File: src/rtl/line_check_sched.sv
// Shares one external LineCheck across the six edges of a tetrahedron wireframe.
// Pending/active vertex banks commit on frame_start; each pixel yields a 6-bit on-line mask.
module line_check_sched #(
    parameter int unsigned W = 21
) (
    input  logic                clk,
    input  logic                rst_n,
    input  logic                frame_start_i,
    input  logic                vtx_we_i,
    input  logic [1:0]          vtx_idx_i,
    input  logic signed [W-1:0] vtx_x_i,
    input  logic signed [W-1:0] vtx_y_i,
    input  logic [5:0]          edge_en_i,
    input  logic                pix_valid_i,
    output logic                pix_ready_o,
    input  logic signed [W-1:0] pix_h_i,
    input  logic signed [W-1:0] pix_v_i,
    output logic signed [W-1:0] line_h_o,
    output logic signed [W-1:0] line_v_o,
    output logic signed [W-1:0] line_ax_o,
    output logic signed [W-1:0] line_ay_o,
    output logic signed [W-1:0] line_bx_o,
    output logic signed [W-1:0] line_by_o,
    input  logic                line_on_i,
    output logic                res_valid_o,
    input  logic                res_ready_i,
    output logic [5:0]          res_mask_o,
    output logic                res_any_o
);

    typedef enum logic [1:0] {StIdle, StEval, StResult} state_e;

    state_e              state_q;
    logic [2:0]          edge_idx_q;
    logic signed [W-1:0] pend_x_q [4];
    logic signed [W-1:0] pend_y_q [4];
    logic signed [W-1:0] pend_x_d [4];
    logic signed [W-1:0] pend_y_d [4];
    logic signed [W-1:0] act_x_q  [4];
    logic signed [W-1:0] act_y_q  [4];
    logic signed [W-1:0] pix_h_q;
    logic signed [W-1:0] pix_v_q;
    logic                commit_pend_q;
    logic                res_valid_q;
    logic [5:0]          mask_q;
    logic                do_commit;
    logic                accept;
    logic [1:0]          sel_a;
    logic [1:0]          sel_b;

    // Same-cycle write is folded in so a commit in that cycle captures it.
    always_comb begin
        pend_x_d = pend_x_q;
        pend_y_d = pend_y_q;
        if (vtx_we_i) begin
            pend_x_d[vtx_idx_i] = vtx_x_i;
            pend_y_d[vtx_idx_i] = vtx_y_i;
        end
    end

    always_comb begin
        sel_a = 2'd0;
        sel_b = 2'd1;
        case (edge_idx_q)
            3'd0:    begin sel_a = 2'd0; sel_b = 2'd1; end
            3'd1:    begin sel_a = 2'd0; sel_b = 2'd2; end
            3'd2:    begin sel_a = 2'd0; sel_b = 2'd3; end
            3'd3:    begin sel_a = 2'd1; sel_b = 2'd2; end
            3'd4:    begin sel_a = 2'd1; sel_b = 2'd3; end
            3'd5:    begin sel_a = 2'd2; sel_b = 2'd3; end
            default: begin sel_a = 2'd0; sel_b = 2'd1; end
        endcase
    end

    assign do_commit   = (state_q == StIdle) && (commit_pend_q || frame_start_i);
    assign accept      = (state_q == StIdle) && pix_valid_i;
    assign pix_ready_o = (state_q == StIdle);
    assign line_h_o    = pix_h_q;
    assign line_v_o    = pix_v_q;
    assign line_ax_o   = act_x_q[sel_a];
    assign line_ay_o   = act_y_q[sel_a];
    assign line_bx_o   = act_x_q[sel_b];
    assign line_by_o   = act_y_q[sel_b];
    assign res_valid_o = res_valid_q;
    assign res_mask_o  = mask_q;
    assign res_any_o   = |mask_q;

    always_ff @(posedge clk or negedge rst_n) begin
        if (!rst_n) begin
            state_q       <= StIdle;
            edge_idx_q    <= 3'd0;
            commit_pend_q <= 1'b0;
            res_valid_q   <= 1'b0;
            mask_q        <= 6'd0;
            pix_h_q       <= '0;
            pix_v_q       <= '0;
            for (int i = 0; i < 4; i++) begin
                pend_x_q[i] <= '0;
                pend_y_q[i] <= '0;
                act_x_q[i]  <= '0;
                act_y_q[i]  <= '0;
            end
        end else begin
            pend_x_q <= pend_x_d;
            pend_y_q <= pend_y_d;
            if (do_commit) begin
                act_x_q       <= pend_x_d;
                act_y_q       <= pend_y_d;
                commit_pend_q <= 1'b0;
            end else if (frame_start_i) begin
                commit_pend_q <= 1'b1;
            end

            case (state_q)
                StIdle: begin
                    if (accept) begin
                        pix_h_q    <= pix_h_i;
                        pix_v_q    <= pix_v_i;
                        mask_q     <= 6'd0;
                        edge_idx_q <= 3'd0;
                        state_q    <= StEval;
                    end
                end
                StEval: begin
                    mask_q[edge_idx_q] <= line_on_i & edge_en_i[edge_idx_q];
                    if (edge_idx_q == 3'd5) begin
                        edge_idx_q  <= 3'd0;
                        res_valid_q <= 1'b1;
                        state_q     <= StResult;
                    end else begin
                        edge_idx_q <= edge_idx_q + 3'd1;
                    end
                end
                StResult: begin
                    if (res_ready_i) begin
                        res_valid_q <= 1'b0;
                        state_q     <= StIdle;
                    end
                end
                default: state_q <= StIdle;
            endcase
        end
    end

endmodule
File: config.mk
export PLATFORM = sky130hd
export DESIGN_NAME = line_check_sched
export DESIGN_NICKNAME = d
export VERILOG_FILES = /design/src/rtl/line_check_sched.sv
export SDC_FILE = /design/constraint.sdc
export NUM_CORES = 1
export LEC_CHECK = 0
export BUFFER_PORTS_ARGS = -buffer_cell sky130_fd_sc_hd__clkbuf_2
export CORE_MARGIN = 2
export CORE_UTILIZATION = 50
export CTS_CLUSTER_SIZE = 8
export DETAILED_ROUTE_END_ITERATION = 10
export PLACE_DENSITY = 0.71
export REMOVE_ABC_BUFFERS = 1
export SYNTH_ARGS = -nofsm -noshare
export SYNTH_HDL_FRONTEND = slang
export SYNTH_SLANG_ARGS = --single-unit
File: constraint.sdc
create_clock -name clk -period 3.3 [get_ports clk]
set_clock_uncertainty 0.2 [all_clocks]
set_input_delay 0.33 -clock clk [delete_from_list [all_inputs] [get_ports clk]]
set_output_delay 0.33 -clock clk [all_outputs]
set_load 0.03 [all_outputs]
**Yosys cells after proc, flatten, opt, wreduce, memory -nomap -nowiden**

Cells that the tools add are included.

- Logic and storage cells: 100
- Bits in read-only memories: 0
- Memories kept: 0
- Input bits: 99
- Bits in writable memories: 0
- Register bits after elaboration: 391
- Latch bits: 0

- Shift-type cells: 0
- Bitwise logic cells: 4
- Order comparisons: 6
- Reduce and logical (&&, ||, !) cells: 17
- Divide/modulo/power cells: 0
- Muxes and demuxes: 39
- Add/subtract/negate cells: 1
- Multiply operators: 0
- Equal/unequal tests: 10

Operators by type and width:

| cell | number |
|---|---|
| $mux W21 | 9 |
| $bmux W21 S2 | 4 |
| $bwmux W84 | 2 |
| $mux W84 | 2 |
| $demux W21 S2 | 1 |
| $pmux W6 S2 | 1 |
| $ge A3 B3 Y1 const B | 3 |
| $not A2 Y3 | 3 |
| $pmux W2 S2 | 2 |
| $bwmux W6 | 1 |
| $eq A3 B2 Y1 const B | 2 |
| $eq A3 B3 Y1 const B | 2 |
| $mux W1 | 6 |
| $mux W2 | 3 |
| $mux W3 | 2 |
| $mux W6 | 1 |
| $pmux W2 S3 | 1 |
| $pmux W3 S2 | 1 |
| $reduce_and A3 Y1 | 2 |
| $reduce_bool A2 Y1 | 3 |
| $reduce_or A6 Y1 | 1 |
| $logic_and A1 B1 Y1 | 4 |
| $lt A3 B4 Y1 const B | 1 |
| $ne A2 B2 Y1 const B | 2 |
| other kinds (16) | 18 |

**Depth between registers and ports, before layout**

Gate-level depths: netlist of run 1.

- Depth in word-level cells: 7
- Depth in mapped cells: 9
- Mapped depth without buffers: 7

**Worst setup path before layout of run 1**

Ideal clock, no wire load.

- Kind: reg-to-output
- Start point: register edge_idx_q[1]
- End point: output line_bx_o[0]
- Stages on the path, launching flop included: 10
- Arrival time: 1833 ps
- Path buffers: 2
- Setup slack: 937 ps
- Cell sequence: dfrtp_1 -> buf_2 -> nand2_1 -> inv_1 -> ha_1 -> o21ai_1 -> a211oi_2 -> clkbuf_1 -> nand2_1 -> nand2_1

- Cells in the longest elaborated chain, start to end: 7

RTL lines:

| what | RTL line | text |
|---|---|---|
| start: declaration | 34 | `logic [2:0] edge_idx_q;` |
| start signal: assignment | 131 | `edge_idx_q <= edge_idx_q + 3'd1;` |
| $eq A3 B3 Y1, or another cell as far along | 64 | `case (edge_idx_q)` |
| $reduce_or A3 Y1 (no line) or $reduce_or A2 Y1 (tied branches) | n/a |  |
| $pmux W2 S2 * | 64 |  |
| $not A2 Y3 (not written as such) * | 82 | `assign line_bx_o = act_x_q[sel_b];` |
| $bmux W21 S2 * | 82 |  |
| $mux W21 (not written as such) * (2 in a row) | 82 |  |
| end: declaration | 22 | `output logic signed [W-1:0] line_bx_o,` |

Every way passes the cells marked *; elsewhere a longest branch is shown, timed or not. The select of a mux whose other input is x is not followed.

**Worst setup path in the final report of run 1**

- Start point: register edge_idx_q[1]
- End point: output line_ax_o[3]

- Cells in the longest elaborated chain, start to end: 7

RTL lines:

| what | RTL line | text |
|---|---|---|
| $eq A3 B3 Y1 or $eq A3 B2 Y1 (tied branches) | 64 |  |
| $reduce_or A2 Y1 (no line) | n/a |  |
| $pmux W2 S2 * | 64 |  |
| $not A2 Y3 (not written as such) * | 80 | `assign line_ax_o = act_x_q[sel_a];` |
| $bmux W21 S2 * | 80 |  |
| $mux W21 (not written as such) * (2 in a row) | 80 |  |
| end: declaration | 20 | `output logic signed [W-1:0] line_ax_o,` |

Marks and branches as above.

==> summary.txt, run 1 <==
Largest net degree at the start of global routing: 92
Max Cap Viol: 0
RSZ-0062 raised after global routing: false
Startpoint types: flop
# fillers: 2422
Data required, critical path: 2.77 ns
Max H-tree Level: 2
Worst Path Max Fanout: 24
Gpl congestion: 0.794
Core area: 32300 um2
Post-synth cell types: 45
Antenna Violating Nets Remaining: 0
Root Buffer: clkbuf_16
Cell count after synthesis: 1300
Yosys top cell area share: 0.602
CP Data Arrival Time: 2.66 ns
Status: finished clean
Initial antenna violation count: 0
FP Rows: 66
Dominant cell type by area after synthesis: dfrtp_1
Clock Sinks: 391
Yosys reg bits: 391
Adder-Cell Fraction of Synth Area: 0.000770
Inserted Diodes: 0
Layout Area Growth over Synthesis: 26.9%
Final wirelength: 40500 um
Fmax: 314 MHz
Overall via count from detail_route: 11.3k
Largest family of logic cells by synthesized area: multiplexers
Period utilisation layout: 0.967
Count leader, synth: dfrtp_1
Multiplexer area fraction after synthesis: 0.234
Final nets: 1749
Die area: 33900 um2
Compound-cell area share of the yosys netlist: 0.0492
Top_reg_cell synth: dfrtp_1
Pwr Density: 1100 nW/um2
Vias per inst: 5.41
Port-buffer cells: 233
First-pass DRT Iterations: 6
Max-slew headroom: 0.432
Area after DPL: 18200 um2
Worst setup margin: 0.110 ns
Slew Viols, Final: 0
Seq/Total Area, Yosys: 0.602
Max clock buf depth: 3
Iteration-0 DRC Markers: 658
Gr ovfl total: 0
First-pass GRT wire length: 64100 um
Maximum VDD drop: 0.777 mV
Post-synthesis xor/xnor area fraction: 0
Ratio of cells with drive above 1 in the final layout: 0.411
Worst Setup Path Type: reg -> out
Min-delay worst type: in -> reg
Synth async-reset ratio: 1.00
Clock slew at reported path FFs: 0.05 ns
Synthesized area: 16200 um2
Final core occ: 0.638
Avg Cell Area, Syn: 12.5 um2
DRC: 0
Number of synthesized flops with an enable pin: 0
Initial Util: 0.503
Num CTS Buffers: 54
Synth cell count leaders: dfrtp_1 (391), mux2_2 (325), nand2_1 (306)
Skew-Pair Late Insertion Delay: 0.55 ns
Global router's overall resource usage: 0.240
Drt wl/cell: 19.3 um
Leak: 9.76 nW
Measured slew at the worst slew-check pin: 0.849 ns
Post-DP HPWL: 24100 um
Die Height: 184 um
Final hold violations: 0
# setup viols final: 0
Final total power: 22.6 mW
Period minus WS final: 3.19 ns
Vias in the first global route: 11.8k
Final instance area: 20600 um2
I/O Pins: 234
Yosys warning total: 0
CTS tree: done
Die W: 184 um
CP endpoint kind: output port
Post-synthesis simple-gate area fraction: 0.0887
Worst slack at placement: 0.532 ns
Largest cells by area after synthesis: dfrtp_1 (60%), mux2_2 (23%), nand2_1 (7.1%)
==> report_power, final <==
group	total [mW]	switching (mW)	internal (mW)	leakage, nW
combinational	10.2	6.43	3.78	4.37
sequential	7.62	1.05	6.56	4.68
clock	4.82	1.84	2.98	0.704
total	22.6	9.31	13.3	9.76
==> cell families after synthesis <==
logic type | Yosys count
DFF | 391
and+or+nand+nor | 371
muxes | 338
AOI/OAI and AO/OA | 113
buffers and inverters | 86
adders and majority gates | 1
==> registers in the layout, summed over array words and instances (netlist names), 3 cells and up <==
| signal | cells |
|---|---|
| act_x_q | 84 |
| res_mask_o | 6 |
| line_h_o | 21 |
| line_v_o | 21 |
| pend_x_q | 84 |
| pend_y_q | 84 |
| edge_idx_q | 3 |
| act_y_q | 84 |
==> area by class of cell <==
| cell class | instances | area (um2) | area share |
|---|---|---|---|
| clock buffer | 58 | 1430 | 0.0694 |
| sequential | 391 | 9790 | 0.475 |
| multi-input combinational | 824 | 6130 | 0.297 |
| tap | 442 | 553 | 0.0268 |
| timing repair buffer | 372 | 2690 | 0.131 |
| inverter | 6 | 22.5 | 0.00109 |
==> per-stage QoR <==
step	hold WS, ns	std cells	setup TNS, ns
after floorplan	-0.166	1220	-391.58
after global placement	0.154	1936	0
after detailed placement	0.163	1936	0
after CTS	0.0682	2086	0
after global routing	0.102	2093	0
final	0.0933	2093	0
==> final timing paths <==
path	slack (ns)	cells after the start	from	end
min in group asynchronous	0.14	2	rst_n	line_h_o[16]$_DFFE_PN0P_
max in group asynchronous	1.77	3	rst_n	act_y_q[53]$_DFFE_PN0P_
worst max-delay path	0.11	7	edge_idx_q[1]$_DFFE_PN0P_	line_ax_o[3]
worst max register to register	0.62	5	edge_idx_q[1]$_DFFE_PN0P_	res_mask_o[0]$_DFFE_PN0P_
worst min-delay path	0.09	3	edge_en_i[5]	res_mask_o[1]$_DFFE_PN0P_
worst min register to register	0.27	2	line_v_o[1]$_DFFE_PN0P_	line_v_o[1]$_DFFE_PN0P_
==> cells in the final DEF, fill, tap and decap left out, types with 2 or more instances in the layout <==
cell type | synthesis | layout
nand2_1 | 306 | 305
nand2b_1 | 2 | 2
clkbuf_2 | 0 | 232
a31oi_1 | 42 | 42
o21ai_0 | 3 | 3
buf_4 | 9 | 29
a22oi_1 | 42 | 42
nor2b_1 | 2 | 2
dlygate4sd3_1 | 0 | 91
nor2_1 | 49 | 49
nand3b_1 | 2 | 2
dfrtp_2 | 0 | 2
mux2_2 | 325 | 325
dfrtp_1 | 391 | 389
inv_1 | 6 | 6
o22ai_1 | 2 | 2
o21ai_4 | 0 | 2
o31ai_1 | 3 | 3
clkbuf_16 | 0 | 58
buf_12 | 0 | 18
and2_1 | 1 | 2
mux2_1 | 11 | 11
o32ai_1 | 2 | 2
o211ai_1 | 3 | 3
a21oi_1 | 2 | 2
mux2i_1 | 2 | 2
==> worst max-delay path: stages (launching register included) <==
cell and delay [ns]:
dfrtp_2 0.47, nand2b_1 0.18, buf_4 0.20, o22ai_4 0.15, buf_4 0.39, nand2_1 0.11
a31oi_1 0.34, clkbuf_2 0.27
==> timing repair <==
item,in CTS,in global routing
hold buffers,91,0
endpoints found under the setup margin,35,50
gates resized for setup,1,2
buffers inserted,0,6
endpoints found under the hold margin,297,0
cloned,1,1
pin swaps,1,1
==> metal layers <==
metal  track usage  wire (um)
met1         0.314      17200
met2         0.416      20500
met3        0.0397       1900
met4        0.0698        884
met5             0          0
Power figures use the tool's default switching activity.
==> run 2, diff against run 1 <==
--- a/constraint.sdc
+++ b/constraint.sdc
@@ -4,2 +4,2 @@
 set_output_delay 0.33 -clock clk [all_outputs]
-set_load 0.03 [all_outputs]
+set_load 0.1 [all_outputs]
==> summary.txt, run 2 (synthesized netlist as in run 1, its figures left out) <==
Status: finished clean
Clock slew at reported path FFs: 0.05 ns (about the same)
Top routing layer used: met4
Period utilisation layout: 0.966 (about the same)
Clock Sinks: 391 (unchanged)
Placed Cells: 1924 (-0.62%)
Worst Path Max Fanout: 21 (-13%)
Period minus WS final: 3.19 ns (-0.000347 ns)
Fmax: 314 MHz (about the same)
Measured slew at the worst slew-check pin: 0.746 ns (-0.103 ns)
Max H-tree Level: 2 (unchanged)
Final wirelength: 39900 um (-1.4%)
CTS tree: done
Startpoint types: flop
Final nets: 1735 (-0.80%)
I/O Pins: 234 (unchanged)
Commonest cells after routing, fill and taps aside: dfrtp_1 (388), mux2_2 (325), nand2_1 (305)
Fin cells: 2080 (-0.62%)
Skew-Pair Late Insertion Delay: 0.55 ns (about the same)
CP Data Arrival Time: 2.66 ns (about the same)
Core area: 32300 um2 (unchanged)
Routed wl met2: 20400 um (-0.47%)
Antenna Violating Nets Remaining: 0 (unchanged)
Final hold violations: 0 (unchanged)
Iteration-0 DRC Markers: 602 (-8.5%)
CP endpoint kind: output port
Vias in the first global route: 12.2k (+3.5%)
Max-slew headroom: 0.503 (+0.0706)
Final core occ: 0.673 (+0.0350)
DRC: 0 (unchanged)
Ratio of cells with drive above 1 in the final layout: 0.407 (-0.00321)
Hold WS: 0.0463 ns (-0.0470 ns)
Vias per inst: 5.50 (+1.8%)
Gr ovfl total: 0 (unchanged)
Commonest non-fill, non-tap cell in the layout: dfrtp_1
Max Cap Viol: 0 (unchanged)
# setup viols final: 0 (unchanged)
Worst Setup Path Type: reg -> out
Slew Viols, Final: 0 (unchanged)
First-pass GRT wire length: 64500 um (+0.71%)
Die area: 33900 um2 (unchanged)
Die W: 184 um (unchanged)
Root Buffer: clkbuf_16
Global router's overall resource usage: 0.241 (+0.000925)
Max clock buf depth: 3 (unchanged)
Num CTS Buffers: 54 (unchanged)
Layout Area Growth over Synthesis: 33.8%
Drt wl/cell: 19.2 um (-0.74%)
First-pass DRT Iterations: 5 (-1)
Min-delay worst type: in -> reg
Data required, critical path: 2.77 ns (about the same)
Overall via count from detail_route: 11.4k (+1.1%)
Post-DP HPWL: 23500 um (-2.5%)
Die Height: 184 um (unchanged)
Initial antenna violation count: 0 (unchanged)
Largest net degree at the start of global routing: 93 (+1.1%)
Initial Util: 0.503 (unchanged)
Met1 WL: 16400 um (-4.7%)
Port-buffer cells: 233 (unchanged)
Gpl congestion: 0.782 (-1.4%)
FP Rows: 66 (unchanged)
Met3 WL: 1990 um (+4.7%)
run 2: what timing repair did:
action,4_1_cts,5_1_grt
setup endpoints to repair,76,51
buffers inserted,4,3
endpoints found under the hold margin,307,0
gates resized for setup,5,5
pin swaps,1,0
hold buffers,90,0
run 2: worst max-delay path: stages (launching register included):
cell and delay, ns:
dfrtp_2 0.45, nand2_1 0.15, inv_1 0.09, ha_1 0.25, o21ai_1 0.15, a211oi_4 0.35
buf_12 0.22, nand2_1 0.07, nand2_1 0.15, buf_12 0.20
run 2: per-layer routing:
layer | global-route usage | vias up
li1 | - | 5128
met3 | 0.0435 | 91
met5 | 0 | -
met2 | 0.417 | 374
met4 | 0.0877 | 0
met1 | 0.306 | 5853
run 2: area by class of cell:
type	count	area [um2]
Antenna cell	1	2.50
Clock buffer	56	1380
Clock inverter	2	32.5
Fill cell	2219	10500
Inverter	6	22.5
Multi-Input combinational cell	823	6120
Sequential cell	391	9790
Tap cell	442	553
Timing Repair Buffer	359	3840
run 2: final timing paths:
| path | from | endpoint | slack (ns) | depth (start not counted) |
|---|---|---|---|---|
| setup / recovery | edge_idx_q[1]$_DFFE_PN0P_ | line_by_o[2] | 0.11 | 9 |
| hold / removal | edge_en_i[4] | res_mask_o[2]$_DFFE_PN0P_ | 0.05 | 5 |
| setup reg to reg | edge_idx_q[1]$_DFFE_PN0P_ | res_mask_o[0]$_DFFE_PN0P_ | 0.62 | 6 |
| hold reg to reg | line_v_o[2]$_DFFE_PN0P_ | line_v_o[2]$_DFFE_PN0P_ | 0.27 | 2 |
| max in group asynchronous | rst_n | pend_x_q[80]$_DFF_PN0_ | 1.78 | 3 |
| min in group asynchronous | rst_n | line_h_o[11]$_DFFE_PN0P_ | 0.16 | 2 |
run 2: stage by stage:
stage / worst slack, ns / cell area (um2) / setup TNS, ns
after floorplan: -2.32 / 15900 / -452.12
after global placement: 0.518 / 19300 / 0
after detailed placement: 0.460 / 19300 / 0
after CTS: 0.0111 / 21700 / 0
after global routing: -0.00598 / 21700 / -0.0168
final: 0.111 / 21700 / 0
Power of run 2 is left out: the tool's default activity adds up to more than one toggle a clock period on the data nets, which glitch-free logic cannot reach.
